**src/rtl/spi_debug_host.sv**
```systemverilog
// spi_debug_host
//   SPI initiator for the debug link, host side. It serialises 16-bit words
//   LSB first. An address word is preceded by IDLE_CLOCKS spi_clk pulses with
//   CS high, which tells the far end that the next word is an address. Data
//   words that follow are written at consecutive addresses. Once CS has gone
//   low it stays low; only a new address preamble or reset raises it again.
//
// Parameters
//   CLK_DIV      clk cycles per spi_clk half-period (>= 1)
//   IDLE_CLOCKS  spi_clk pulses with CS high before an address word (>= 1)
//
// Ports
//   clk, reset            system clock, synchronous active-high reset
//   cmd_valid/cmd_ready   command handshake; a word moves on valid & ready
//   cmd_addr              1 = address word (opens a transaction), 0 = data word
//   cmd_data[15:0]        word to send
//   spi_clk_o             SPI clock, idles low
//   spi_cs_o              chip select, active low
//   spi_data_o            serial data, stable across every spi_clk rising edge
//   busy                  high while a preamble or word is being shifted
//   err                   one-cycle pulse when a data word arrives with no
//                         transaction open and is dropped
module spi_debug_host #(
    parameter int CLK_DIV     = 4,
    parameter int IDLE_CLOCKS = 2
) (
    input  logic        clk,
    input  logic        reset,
    input  logic        cmd_valid,
    output logic        cmd_ready,
    input  logic        cmd_addr,
    input  logic [15:0] cmd_data,
    output logic        spi_clk_o,
    output logic        spi_cs_o,
    output logic        spi_data_o,
    output logic        busy,
    output logic        err
);

    localparam int DIV_W   = $clog2(CLK_DIV) + 1;
    localparam int PULSE_W = $clog2(IDLE_CLOCKS) + 1;

    localparam logic [DIV_W-1:0]   DIV_LAST   = DIV_W'(CLK_DIV - 1);
    localparam logic [PULSE_W-1:0] PULSE_LAST = PULSE_W'(IDLE_CLOCKS - 1);

    typedef enum logic [1:0] {
        S_IDLE,
        S_PRE,
        S_SHIFT
    } state_e;

    state_e               state_q, state_d;
    logic                 sclk_q, sclk_d;
    logic                 cs_q, cs_d;
    logic                 sdata_q, sdata_d;
    logic                 ready_q, ready_d;
    logic                 busy_q, busy_d;
    logic                 err_q, err_d;
    logic                 open_q, open_d;
    logic [DIV_W-1:0]     div_q, div_d;
    logic [3:0]           bit_q, bit_d;
    logic [PULSE_W-1:0]   pulse_q, pulse_d;
    logic [15:0]          shreg_q, shreg_d;

    // Last cycle of the current spi_clk half-period.
    logic div_end;
    assign div_end = (div_q == DIV_LAST);

    always_comb begin
        // NOTE: every _d starts from its _q (err from 0) so no path through the
        // case statement leaves a signal unassigned, which would infer a latch.
        state_d = state_q;
        sclk_d  = sclk_q;
        cs_d    = cs_q;
        sdata_d = sdata_q;
        ready_d = ready_q;
        busy_d  = busy_q;
        err_d   = 1'b0;
        open_d  = open_q;
        div_d   = div_q;
        bit_d   = bit_q;
        pulse_d = pulse_q;
        shreg_d = shreg_q;

        case (state_q)
            S_IDLE: begin
                sclk_d  = 1'b0;
                ready_d = 1'b1;
                busy_d  = 1'b0;
                if (cmd_valid && ready_q) begin
                    if (cmd_addr) begin
                        // Address: raise CS (if low) and clock the preamble.
                        state_d = S_PRE;
                        cs_d    = 1'b1;
                        sdata_d = 1'b0;
                        shreg_d = cmd_data;
                        div_d   = '0;
                        pulse_d = '0;
                        ready_d = 1'b0;
                        busy_d  = 1'b1;
                    end else if (open_q) begin
                        // Data inside an open transaction: bit 0 goes out now.
                        state_d = S_SHIFT;
                        sdata_d = cmd_data[0];
                        shreg_d = cmd_data;
                        div_d   = '0;
                        bit_d   = '0;
                        ready_d = 1'b0;
                        busy_d  = 1'b1;
                    end else begin
                        // No transaction to write into: drop the word.
                        err_d = 1'b1;
                    end
                end
            end

            S_PRE: begin
                div_d = div_end ? '0 : div_q + 1'b1;
                if (div_end) begin
                    sclk_d = ~sclk_q;
                    // A falling edge completes one preamble pulse.
                    if (sclk_q) begin
                        if (pulse_q == PULSE_LAST) begin
                            state_d = S_SHIFT;
                            cs_d    = 1'b0;
                            open_d  = 1'b1;
                            sdata_d = shreg_q[0];
                            bit_d   = '0;
                            pulse_d = '0;
                        end else begin
                            pulse_d = pulse_q + 1'b1;
                        end
                    end
                end
            end

            S_SHIFT: begin
                div_d = div_end ? '0 : div_q + 1'b1;
                if (div_end) begin
                    sclk_d = ~sclk_q;
                    // Data moves only on the falling edge, so it is stable
                    // across the following rising edge.
                    if (sclk_q) begin
                        bit_d = bit_q + 1'b1;  // wraps 15 -> 0 at word end
                        if (bit_q == 4'd15) begin
                            state_d = S_IDLE;
                            ready_d = 1'b1;
                            busy_d  = 1'b0;
                        end else begin
                            sdata_d = shreg_q[1];
                            shreg_d = {1'b0, shreg_q[15:1]};
                        end
                    end
                end
            end

            default: state_d = S_IDLE;
        endcase
    end

    always_ff @(posedge clk) begin
        // NOTE: non-blocking assignments here so every flop samples the values
        // from before this edge, independent of statement order.
        if (reset) begin
            state_q <= S_IDLE;
            sclk_q  <= 1'b0;
            cs_q    <= 1'b1;
            sdata_q <= 1'b0;
            ready_q <= 1'b0;
            busy_q  <= 1'b0;
            err_q   <= 1'b0;
            open_q  <= 1'b0;
            div_q   <= '0;
            bit_q   <= '0;
            pulse_q <= '0;
            shreg_q <= '0;
        end else begin
            state_q <= state_d;
            sclk_q  <= sclk_d;
            cs_q    <= cs_d;
            sdata_q <= sdata_d;
            ready_q <= ready_d;
            busy_q  <= busy_d;
            err_q   <= err_d;
            open_q  <= open_d;
            div_q   <= div_d;
            bit_q   <= bit_d;
            pulse_q <= pulse_d;
            shreg_q <= shreg_d;
        end
    end

    assign cmd_ready  = ready_q;
    assign spi_clk_o  = sclk_q;
    assign spi_cs_o   = cs_q;
    assign spi_data_o = sdata_q;
    assign busy       = busy_q;
    assign err        = err_q;

endmodule

```
**config.mk**
```make
export PLATFORM = sky130hd
export DESIGN_NAME = spi_debug_host
export DESIGN_NICKNAME = d
export VERILOG_FILES = /design/src/rtl/spi_debug_host.sv
export SDC_FILE = /design/constraint.sdc
export NUM_CORES = 1
export LEC_CHECK = 0
export ABC_AREA = 0
export CAP_MARGIN = 20
export CORE_MARGIN = 2
export CORE_UTILIZATION = 55
export DETAILED_ROUTE_END_ITERATION = 8
export DONT_BUFFER_PORTS = 1
export PLACE_DENSITY = 0.7
export SYNTH_ARGS = -nofsm -noshare
export SYNTH_HDL_FRONTEND = slang
export SYNTH_SLANG_ARGS = --single-unit
```
**constraint.sdc**
```tcl
create_clock -name clk -period 3.88 [get_ports clk]
set_input_delay 1.164 -clock clk [delete_from_list [all_inputs] [get_ports clk]]
set_output_delay 1.164 -clock clk [all_outputs]
set_load 0.02 [all_outputs]
```
==> flow_metrics.py, run 1 <==
metrics = {
    "run_status": {
        "outcome": "finished clean",
    },
    "clocking": {
        "clkLatencyLatePin_ps": 340,
        "cts.sinks": 34,
        "cts_setup_buffers": 0,
        "clock-root-buffer": "clkbuf_4",
        "post_cts_resized": 0,
        "clkTransAtPathRegs_ps": 100,
        "cts_max_level": 2,
        "cts_hold_buffers": 0,
        "cts_tree": "done",
        "cts_made_buffers": 5,
        "clock_path_buffers": 2,
    },
    "timing": {
        "fmaxAchievable_mhz": 388,
        "period_needed_ps": 2580,
        "period_share_pct": 66.5,
        "drv_slew": 0,
        "worstMarginPinSlew_ps": 757,
        "fin_worst_skew_ps": 8.70,
        "hold_viol": 0,
        "fin_setup_tns_ps": 0,
        "setup_viol": 0,
        "setup_ws_ps": 1300,
        "max_slew_margin_pct": 49.4,
        "rsz0062_at_grt": "no",
    },
    "yosys": {
        "syn_area_um2": 1920,
        "yosysUniqueCellTypes": 48,
        "ys_ff_latch": 34,
        "synth_cells": 202,
        "synth_nets": 231,
        "ys.flop_type": "dfxtp_1",
        "yosys_warnings": 0,
        "async_flop_share_pct": 0,
        "avgSynthCellArea_um2": 9.52,
        "synth-edff-count": 0,
        "synth-seq-area-share_pct": 35.4,
    },
    "critical_path": {
        "cp_data_required_time_ps": 4070,
        "crit_top_cell": "buf_4",
        "worstPathCellList": "inv_1, ha_1, buf_4, a2111oi_4, buf_4, and2_1, a211oi_1",
        "cp_max_fo": 25,
        "arrival_ps": 2770,
        "reg2reg_setup_slack_ps": 1300,
        "path_class": "flip-flop to flip-flop",
        "end_kind": "flip-flop",
        "crit_path_start_kind": "flip-flop",
        "slowest_stage": "and2_1",
        "cpPeakStageDelay_ps": 650,
    },
    "floorplanning": {
        "fp.coreArea_um2": 3340,
        "fp.dieW_um": 63.1,
        "row_count": 21,
        "die_h_um": 63.1,
        "die_area_um2": 3990,
        "initial_core_util_pct": 57.6,
        "num_io_pins": 26,
    },
    "hold_path": {
        "hold_class": "flip-flop to flip-flop",
    },
    "pwr": {
        "power.density_nw_per_um2": 734,
        "peakVddDrop_uv": 333,
        "p_leak_nw": 0.680,
    },
    "placed_design": {
        "place.gp.congestion": 0.862,
        "place_hpwl_um": 3000,
        "io_buffers": 0,
        "placed_cells": 239,
        "dp_slack_ps": 1210,
    },
    "grt": {
        "grt_pass1_vias": 1597,
        "grt_usage_pct": 22.7,
        "antenna_found_initial": 0,
        "grt.overflow.total": 0,
        "grt_pass1_wl_um": 7130,
        "grt_max_degree": 34,
    },
    "final_layout": {
        "final_cells": 247,
        "fillers": 309,
        "n_antenna_cell": 0,
        "syn_to_final_growth_pct": 3.58,
        "fin_nets": 229,
        "drive_gt1_share_pct": 14.4,
    },
    "routing": {
        "wl_um": 4170,
        "route.detailed.drc": 0,
        "routed-via-count": 1553,
        "avgRoutedWirePerCell_um": 16.9,
        "final_antenna_net_count": 0,
        "via_per_inst": 6.29,
        "firstDrtPassIters": 4,
        "drtIter0Drc": 84,
    },
    "flow_run": {
        "drv_cap": 0,
    },
}
## flip-flops by register name, indices dropped and copies added, names as in the netlist, 2 cells and up
| name | count |
|---|---|
| pulse_q | 2 |
| div_q | 3 |
| state_q | 2 |
| bit_q | 4 |
| shreg_q | 16 |
## power by group
group          internal (mW)  leakage (nW)  switching [mW]
clock                 0.0878        0.0353           0.117
combinational          0.296         0.368           0.426
sequential             0.450         0.277          0.0849
## synth_stat cells (all sizes together) (2+ instances only)
cell     instances  area share [%]
nand3            3            0.78
a21oi           23             6.0
a31oi            2            0.65
nor2b            6             2.0
a211oi          17             9.0
buf              4             2.1
clkbuf           8             1.6
a2111o           2             1.2
o21ai            6             1.8
or4              2            0.78
ha               9             5.9
and4             2             1.0
mux2i           18             9.4
a211o            2            0.91
and3             2            0.65
nand2b           5             1.6
nand2            5            0.98
a2111oi          3             2.7
nor3b            3             1.4
inv              6             1.2
nor3             7             1.8
nand4            3            0.98
nor2            13             2.5
o31ai            2            0.78
a21boi           2            0.98
dfxtp           34              35
## logic make-up (layout without fill, tap and decap cells)
kind of cell / count (synthesis) / in the layout / share of synthesized area, %
buffers and inverters: 18 / 17 / 4.88
adder cells (fa/ha/maj): 9 / 9 / 5.86
flip-flops: 34 / 34 / 35.4
multiplexers: 19 / 19 / 9.95
AND/OR/NAND/NOR: 55 / 55 / 16.1
AO/OA/AOI/OAI: 67 / 67 / 27.8
## per-stage QoR
step                instance area [µm²]  hold WS, ps  power [mW]  utilization [%]
floorplan                          1920          439        1.15                -
detailed placement                 1930          455        1.26             57.9
global route                       1990          500        1.58             59.7
CTS                                1990          472        1.46             59.7
global placement                   1930          455        1.23             57.9
finish                             1990          469        1.46             59.7
## routing by layer
layer  up-vias  GRT usage, %  routed length, µm
met4         0          6.94                 61
met2        52          41.0               2100
met5         -             0                  0
li1        760             -                  -
met3         6          7.32                256
met1       735          25.1               1750
## layout by cell type (no fill, tap or decap), drive strengths merged, types with 2 or more instances in the layout
cell type  instances
a211oi            17
a21boi             2
ha                 9
a2111o             2
dfxtp             34
nor3               7
nand2              5
a21oi             23
nand2b             5
mux2i             18
a31oi              2
nor2b              6
o31ai              2
nor3b              3
nand4              3
nor2              13
o21ai              6
buf                3
clkbuf             7
a211o              2
nand3              3
and3               2
or4                2
inv                6
a2111oi            3
and4               2
## worst paths after layout
kind / endpoint / startpoint / depth (start not counted)
worst max-delay path: shreg_q[2]$_SDFFE_PP0P_ / state_q[0]$_SDFFE_PP0P_ / 7
worst min-delay path: shreg_q[15]$_SDFFE_PP0P_ / shreg_q[15]$_SDFFE_PP0P_ / 2
worst max register to register: shreg_q[2]$_SDFFE_PP0P_ / state_q[0]$_SDFFE_PP0P_ / 7
worst min register to register: shreg_q[15]$_SDFFE_PP0P_ / shreg_q[15]$_SDFFE_PP0P_ / 2
## critical path: cells and delay by family, from the launching register on
family,cells,cell delay [ps]
DFF,1,400
and+or+nand+nor,1,650
buffers and inverters,3,650
adders and majority gates,1,250
AOI/OAI and AO/OA,2,470
## layout make-up
class                      instances  area, µm²  area share, %
clock buffer                       7       55.1           2.76
clock inverter                     1       5.00          0.251
inverter                           6       22.5           1.13
multi-input combinational        150       1150           57.7
sequential                        34        681           34.2
tap                               46       57.6           2.89
timing repair buffer               3       22.5           1.13
No activity file was read; power rests on OpenSTA's default activity.
==> run 2: changes to the inputs <==
PLACE_DENSITY = 0.73   (was 0.7)
clock period = 2.1 ns   (was 3.88 ns; I/O delays follow)
==> run 2 against run 1 <==
Sequential share of layout area fell by 1.6 points. Count of clock-buffer cells in the layout fell by 1. Via count rose by 4.2%. Largest power group unchanged.
==> flow_metrics.py, run 2 (same netlist as run 1, synthesis figures left out) <==
metrics = {
    "timing": {
        "setup_viol": 0,
        "fmaxAchievable_mhz": 502,
        "hold_viol": 0,
        "max_slew_margin_pct": 61.5,
        "period_share_pct": 94.9,
        "setup_ws_ps": 107,
        "fin_worst_skew_ps": 5.97,
        "drv_slew": 0,
        "fin_setup_tns_ps": 0,
        "worstMarginPinSlew_ps": 563,
        "whs_ps": 351,
        "rsz0062_at_grt": "no",
        "period_needed_ps": 1990,
    },
    "final_layout": {
        "mostFrequentLayoutCells": "32 x dfxtp_1, 23 x a21oi_1, 18 x mux2i_1",
        "fin_nets": 237,
        "reg_top3": "shreg_q (16), bit_q (4), div_q (3)",
        "n_antenna_cell": 0,
        "drive_gt1_share_pct": 20.2,
        "fillers": 296,
        "largest_reg_flops": 16,
        "postLayoutCoreUtil_pct": 62.9,
        "largest-register": "shreg_q",
        "syn_to_final_growth_pct": 9.17,
        "layout_commonest_cell": "dfxtp_1",
        "final_cells": 254,
    },
    "clocking": {
        "clock_path_buffers": 2,
        "clock-root-buffer": "clkbuf_4",
        "cts.sinks": 34,
        "clkLatencyLatePin_ps": 330,
        "cts_hold_buffers": 0,
        "cts_setup_buffers": 0,
        "cts_max_level": 2,
        "post_cts_resized": 0,
        "cts_tree": "done",
        "cts_made_buffers": 5,
        "clkTransAtPathRegs_ps": 100,
    },
    "placed_design": {
        "place_hpwl_um": 3190,
        "placed_cells": 247,
        "io_buffers": 0,
        "place.gp.congestion": 0.971,
        "dp_slack_ps": 28.7,
    },
    "critical_path": {
        "cp_max_fo": 7,
        "path_class": "flip-flop to flip-flop",
        "cp_data_required_time_ps": 2370,
        "cpPeakStageDelay_ps": 480,
        "end_kind": "flip-flop",
        "slowest_stage": "or4_1",
        "worstPathCellList": "inv_1, ha_2, a21boi_2, a2111o_1, or4_1, a21oi_1",
        "crit_path_start_kind": "flip-flop",
        "critPathTopFamily": "compound AO/OA/AOI/OAI gates",
        "critPathBufInv": 1,
        "arrival_ps": 2270,
    },
    "grt": {
        "grt_usage_pct": 23.7,
        "grt.overflow.total": 0,
        "grt_max_degree": 34,
        "grt_pass1_vias": 1655,
        "antenna_found_initial": 0,
        "grt_pass1_wl_um": 7530,
    },
    "floorplanning": {
        "die_area_um2": 3990,
        "row_count": 21,
        "fp.coreArea_um2": 3340,
        "die_h_um": 63.1,
        "initial_core_util_pct": 57.6,
        "num_io_pins": 26,
        "fp.dieW_um": 63.1,
    },
    "routing": {
        "drtIter0Drc": 121,
        "wl_um": 4460,
        "firstDrtPassIters": 4,
        "avgRoutedWirePerCell_um": 17.5,
        "final_antenna_net_count": 0,
        "via_per_inst": 6.37,
        "route.detailed.drc": 0,
        "routed-via-count": 1619,
    },
    "hold_path": {
        "hold_class": "input pin to flip-flop",
    },
    "pwr": {
        "peakVddDrop_uv": 870,
        "power.density_nw_per_um2": 1410,
        "p_leak_nw": 0.738,
    },
    "run_status": {
        "outcome": "finished clean",
    },
    "flow_run": {
        "drv_cap": 0,
    },
}
[run 2: cell types whose count changed in the layout (fill, tap and decap cells not counted)]
cell       before  now
ha_2            0    1
inv_2           0    1
buf_4           3    9
ha_1            9    8
inv_1           6    5
buf_6           0    1
nor3_2          0    1
clkbuf_1        1    0
nor3_1          7    6
bufinv_16       0    1
dfxtp_1        34   32
clkinv_2        1    0
dfxtp_2         0    2
buf_12          0    1
[run 2: per-stage QoR]
step	total power, mW	instance area (µm²)
6_report	2.96	2100
5_1_grt	3.16	2100
4_1_cts	2.94	2090
3_5_place_dp	2.44	2000
3_3_place_gp	2.37	2000
2_1_floorplan	2.12	1920
[run 2: cell type report]
cell class,count,area (µm²),area share [%]
Multi-Input combinational cell,150,1160,55.1
Sequential cell,34,683,32.5
Timing Repair Buffer,11,98.8,4.71
Tap cell,46,57.6,2.74
Clock buffer,6,51.3,2.44
Clock inverter,1,30.0,1.43
Inverter,6,22.5,1.07
[run 2: worst paths after layout]
check             slack [ps]                  endpoint                     start  cells after the start
hold reg to reg          470  shreg_q[15]$_SDFFE_PP0P_  shreg_q[15]$_SDFFE_PP0P_                      2
hold / removal           350     div_q[1]$_SDFFE_PP0P_                     reset                      1
setup reg to reg         110     bit_q[0]$_SDFFE_PP0P_   state_q[1]$_SDFFE_PP0P_                      6
setup / recovery         110     bit_q[0]$_SDFFE_PP0P_   state_q[1]$_SDFFE_PP0P_                      6
[run 2: per-layer routing]
layer / track usage (%) / vias to the layer above / part of all wire, %
li1: - / 778 / -
met1: 27.8 / 771 / 42
met2: 39.8 / 57 / 49
met3: 6.07 / 13 / 6.6
met4: 12.5 / 0 / 3.0
met5: 0 / - / 0
[run 2: power by group]
part	switching, mW	internal (mW)
registers	0.139	0.834
logic	0.845	0.652
clock network	0.215	0.277
total	1.20	1.76
==> run 3: changes to the inputs <==
CORE_MARGIN = not set   (was 2)
CORE_UTILIZATION = 25   (was 55)
CTS_CLUSTER_DIAMETER = 200   (was not set)
PLACE_DENSITY = not set   (was 0.73)
==> run 3 against run 2 <==
Cell count rose by 22%. Largest power group unchanged. Sequential share of layout area shrank 1.7 points. Critical endpoint unchanged. Count of clock-buffer cells in the layout down 1. Worst hold slack better by 44 ps. First-iteration DRC count down 35%. Sequential cell count is the same. Final area increased by 5.6%. Clock skew shrank 2.6 ps. Largest cell class unchanged. Wire length up 1.1%. Power grew 4.9%. Global-route usage fell by 12 points.
==> flow_metrics.py, run 3 (same netlist as run 1, synthesis figures left out) <==
metrics = {
    "grt": {
        "grt.overflow.total": 0,
        "grt_usage_pct": 11.5,
        "grt_max_degree": 34,
        "grt_pass1_wl_um": 7340,
        "antenna_found_initial": 0,
        "grt_pass1_vias": 1514,
    },
    "timing": {
        "fin_worst_skew_ps": 3.35,
        "drv_slew": 0,
        "setup_viol": 0,
        "period_needed_ps": 2000,
        "period_share_pct": 95.1,
        "fmaxAchievable_mhz": 501,
        "worstMarginPinSlew_ps": 479,
        "fin_setup_tns_ps": 0,
        "hold_viol": 0,
        "max_slew_margin_pct": 67.2,
        "rsz0062_at_grt": "no",
    },
    "clocking": {
        "clkTransAtPathRegs_ps": 70,
        "clock-root-buffer": "clkbuf_8",
        "cts_hold_buffers": 0,
        "clock_path_buffers": 2,
        "cts_tree": "done",
        "cts_max_level": 2,
        "cts.sinks": 34,
        "cts_made_buffers": 5,
        "clkLatencyLatePin_ps": 290,
    },
    "final_layout": {
        "reg_top3": "shreg_q (16), bit_q (4), div_q (3)",
        "fillers": 771,
        "largest-register": "shreg_q",
        "syn_to_final_growth_pct": 15.3,
        "multi_input_area_um2": 1160,
        "largest_reg_flops": 16,
        "layout_commonest_cell": "dfxtp_1",
        "seq_area_um2": 683,
        "fin_nets": 239,
        "mostFrequentLayoutCells": "32 x dfxtp_1, 23 x a21oi_1, 18 x mux2i_1",
        "drive_gt1_share_pct": 21.3,
        "postLayoutCoreUtil_pct": 30.2,
        "n_antenna_cell": 0,
    },
    "pwr": {
        "power_frac_comb_pct": 49.0,
        "p_int_mw": 1.87,
        "p_leak_nw": 0.754,
        "power.density_nw_per_um2": 1400,
        "switchingPower_mw": 1.24,
        "p_total_mw": 3.11,
        "p_clk_share_pct": 19.7,
        "seqPwrFrac_pct": 31.3,
        "switching_share_pct": 39.9,
        "peakVddDrop_uv": 792,
    },
    "routing": {
        "final_antenna_net_count": 0,
        "routed-via-count": 1590,
        "drtIter0Drc": 79,
        "route.detailed.drc": 0,
        "wl_um": 4510,
        "via_per_inst": 5.13,
        "firstDrtPassIters": 4,
        "avgRoutedWirePerCell_um": 14.5,
    },
    "critical_path": {
        "critPathBufInv": 0,
        "cp_data_required_time_ps": 2330,
        "crit_path_start_kind": "flip-flop",
        "cpPeakStageDelay_ps": 500,
        "worstPathCellList": "ha_1, nand4bb_1, a2111o_1, or4_1, a21oi_1",
        "arrival_ps": 2220,
        "path_class": "flip-flop to flip-flop",
        "critPathTopFamily": "simple AND/OR/NAND/NOR gates",
        "cp_max_fo": 4,
        "end_kind": "flip-flop",
        "slowest_stage": "or4_1",
    },
    "floorplanning": {
        "fp.dieW_um": 89.7,
        "fp.coreArea_um2": 7330,
        "initial_core_util_pct": 26.2,
        "die_h_um": 89.7,
        "die_area_um2": 8050,
        "num_io_pins": 26,
        "row_count": 31,
    },
    "placed_design": {
        "io_buffers": 0,
        "place_hpwl_um": 3130,
        "place.gp.congestion": 0.817,
    },
    "run_status": {
        "outcome": "finished clean",
    },
    "flow_run": {
        "drv_cap": 0,
    },
    "hold_path": {
        "hold_class": "input pin to flip-flop",
    },
}
[run 3: cell types whose count changed in the layout (fill, tap and decap cells not counted), sizes merged]
| cell | change |
|---|---|
| buf | +2 |
| clkinvlp | +2 |
| clkbuf | -1 |
[run 3: final cells by class]
cell class	instances	area share (%)
Multi-Input combinational cell	150	52.1
Sequential cell	34	30.8
Clock buffer	5	3.10
Tap cell	99	5.59
Clock inverter	3	2.03
Inverter	6	1.02
Timing Repair Buffer	13	5.30
[run 3: path summary, 6_finish.rpt]
| kind | startpoint | to | slack, ps | cells past startpoint |
|---|---|---|---|---|
| max reg2reg | div_q[0]$_SDFFE_PP0P_ | bit_q[0]$_SDFFE_PP0P_ | 100 | 5 |
| min | reset | shreg_q[6]$_SDFFE_PP0P_ | 400 | 1 |
| max | div_q[0]$_SDFFE_PP0P_ | bit_q[0]$_SDFFE_PP0P_ | 100 | 5 |
| min reg2reg | shreg_q[15]$_SDFFE_PP0P_ | shreg_q[15]$_SDFFE_PP0P_ | 460 | 2 |
[run 3: metrics by stage]
stage	instances	setup WS (ps)	hold WS [ps]	instance area, µm²
floorplan	202	68.3	439	1920
global placement	301	93.4	455	2080
detailed placement	301	45.8	457	2080
CTS	309	8.14	385	2190
global route	310	13.7	385	2220
finish	310	103	396	2220
[run 3: power groups by stage]
stage | clock network [mW] | registers, mW | logic, mW
2_1_floorplan | 0 | 0.969 | 1.15
3_3_place_gp | 0 | 0.981 | 1.46
3_5_place_dp | 0 | 0.983 | 1.47
4_1_cts | 0.630 | 0.971 | 1.48
5_1_grt | 0.657 | 0.996 | 1.68
6_report | 0.612 | 0.973 | 1.52
[run 3: worst reg2reg max path, stage by stage, from the launching register on]
cell and delay (ps):
dfxtp_1 360, ha_1 220, nand4bb_1 200, a2111o_1 490, or4_1 500, a21oi_1 160
[run 3: metal layers]
metal | GRT usage, % | wire length (µm) | vias to the layer above
met1 | 14.4 | 2100 | 766
met2 | 18.0 | 2100 | 39
li1 | - | - | 780
met5 | 0 | 0 | -
met3 | 4.15 | 258 | 5
met4 | 4.10 | 54 | 0
[run 3: timing repair]
item	in CTS	in global routing
endpoints found under the setup margin	1	18
buffers inserted	0	1
pin swaps	0	1
resized for setup	1	6
hold endpoints to repair	0	0
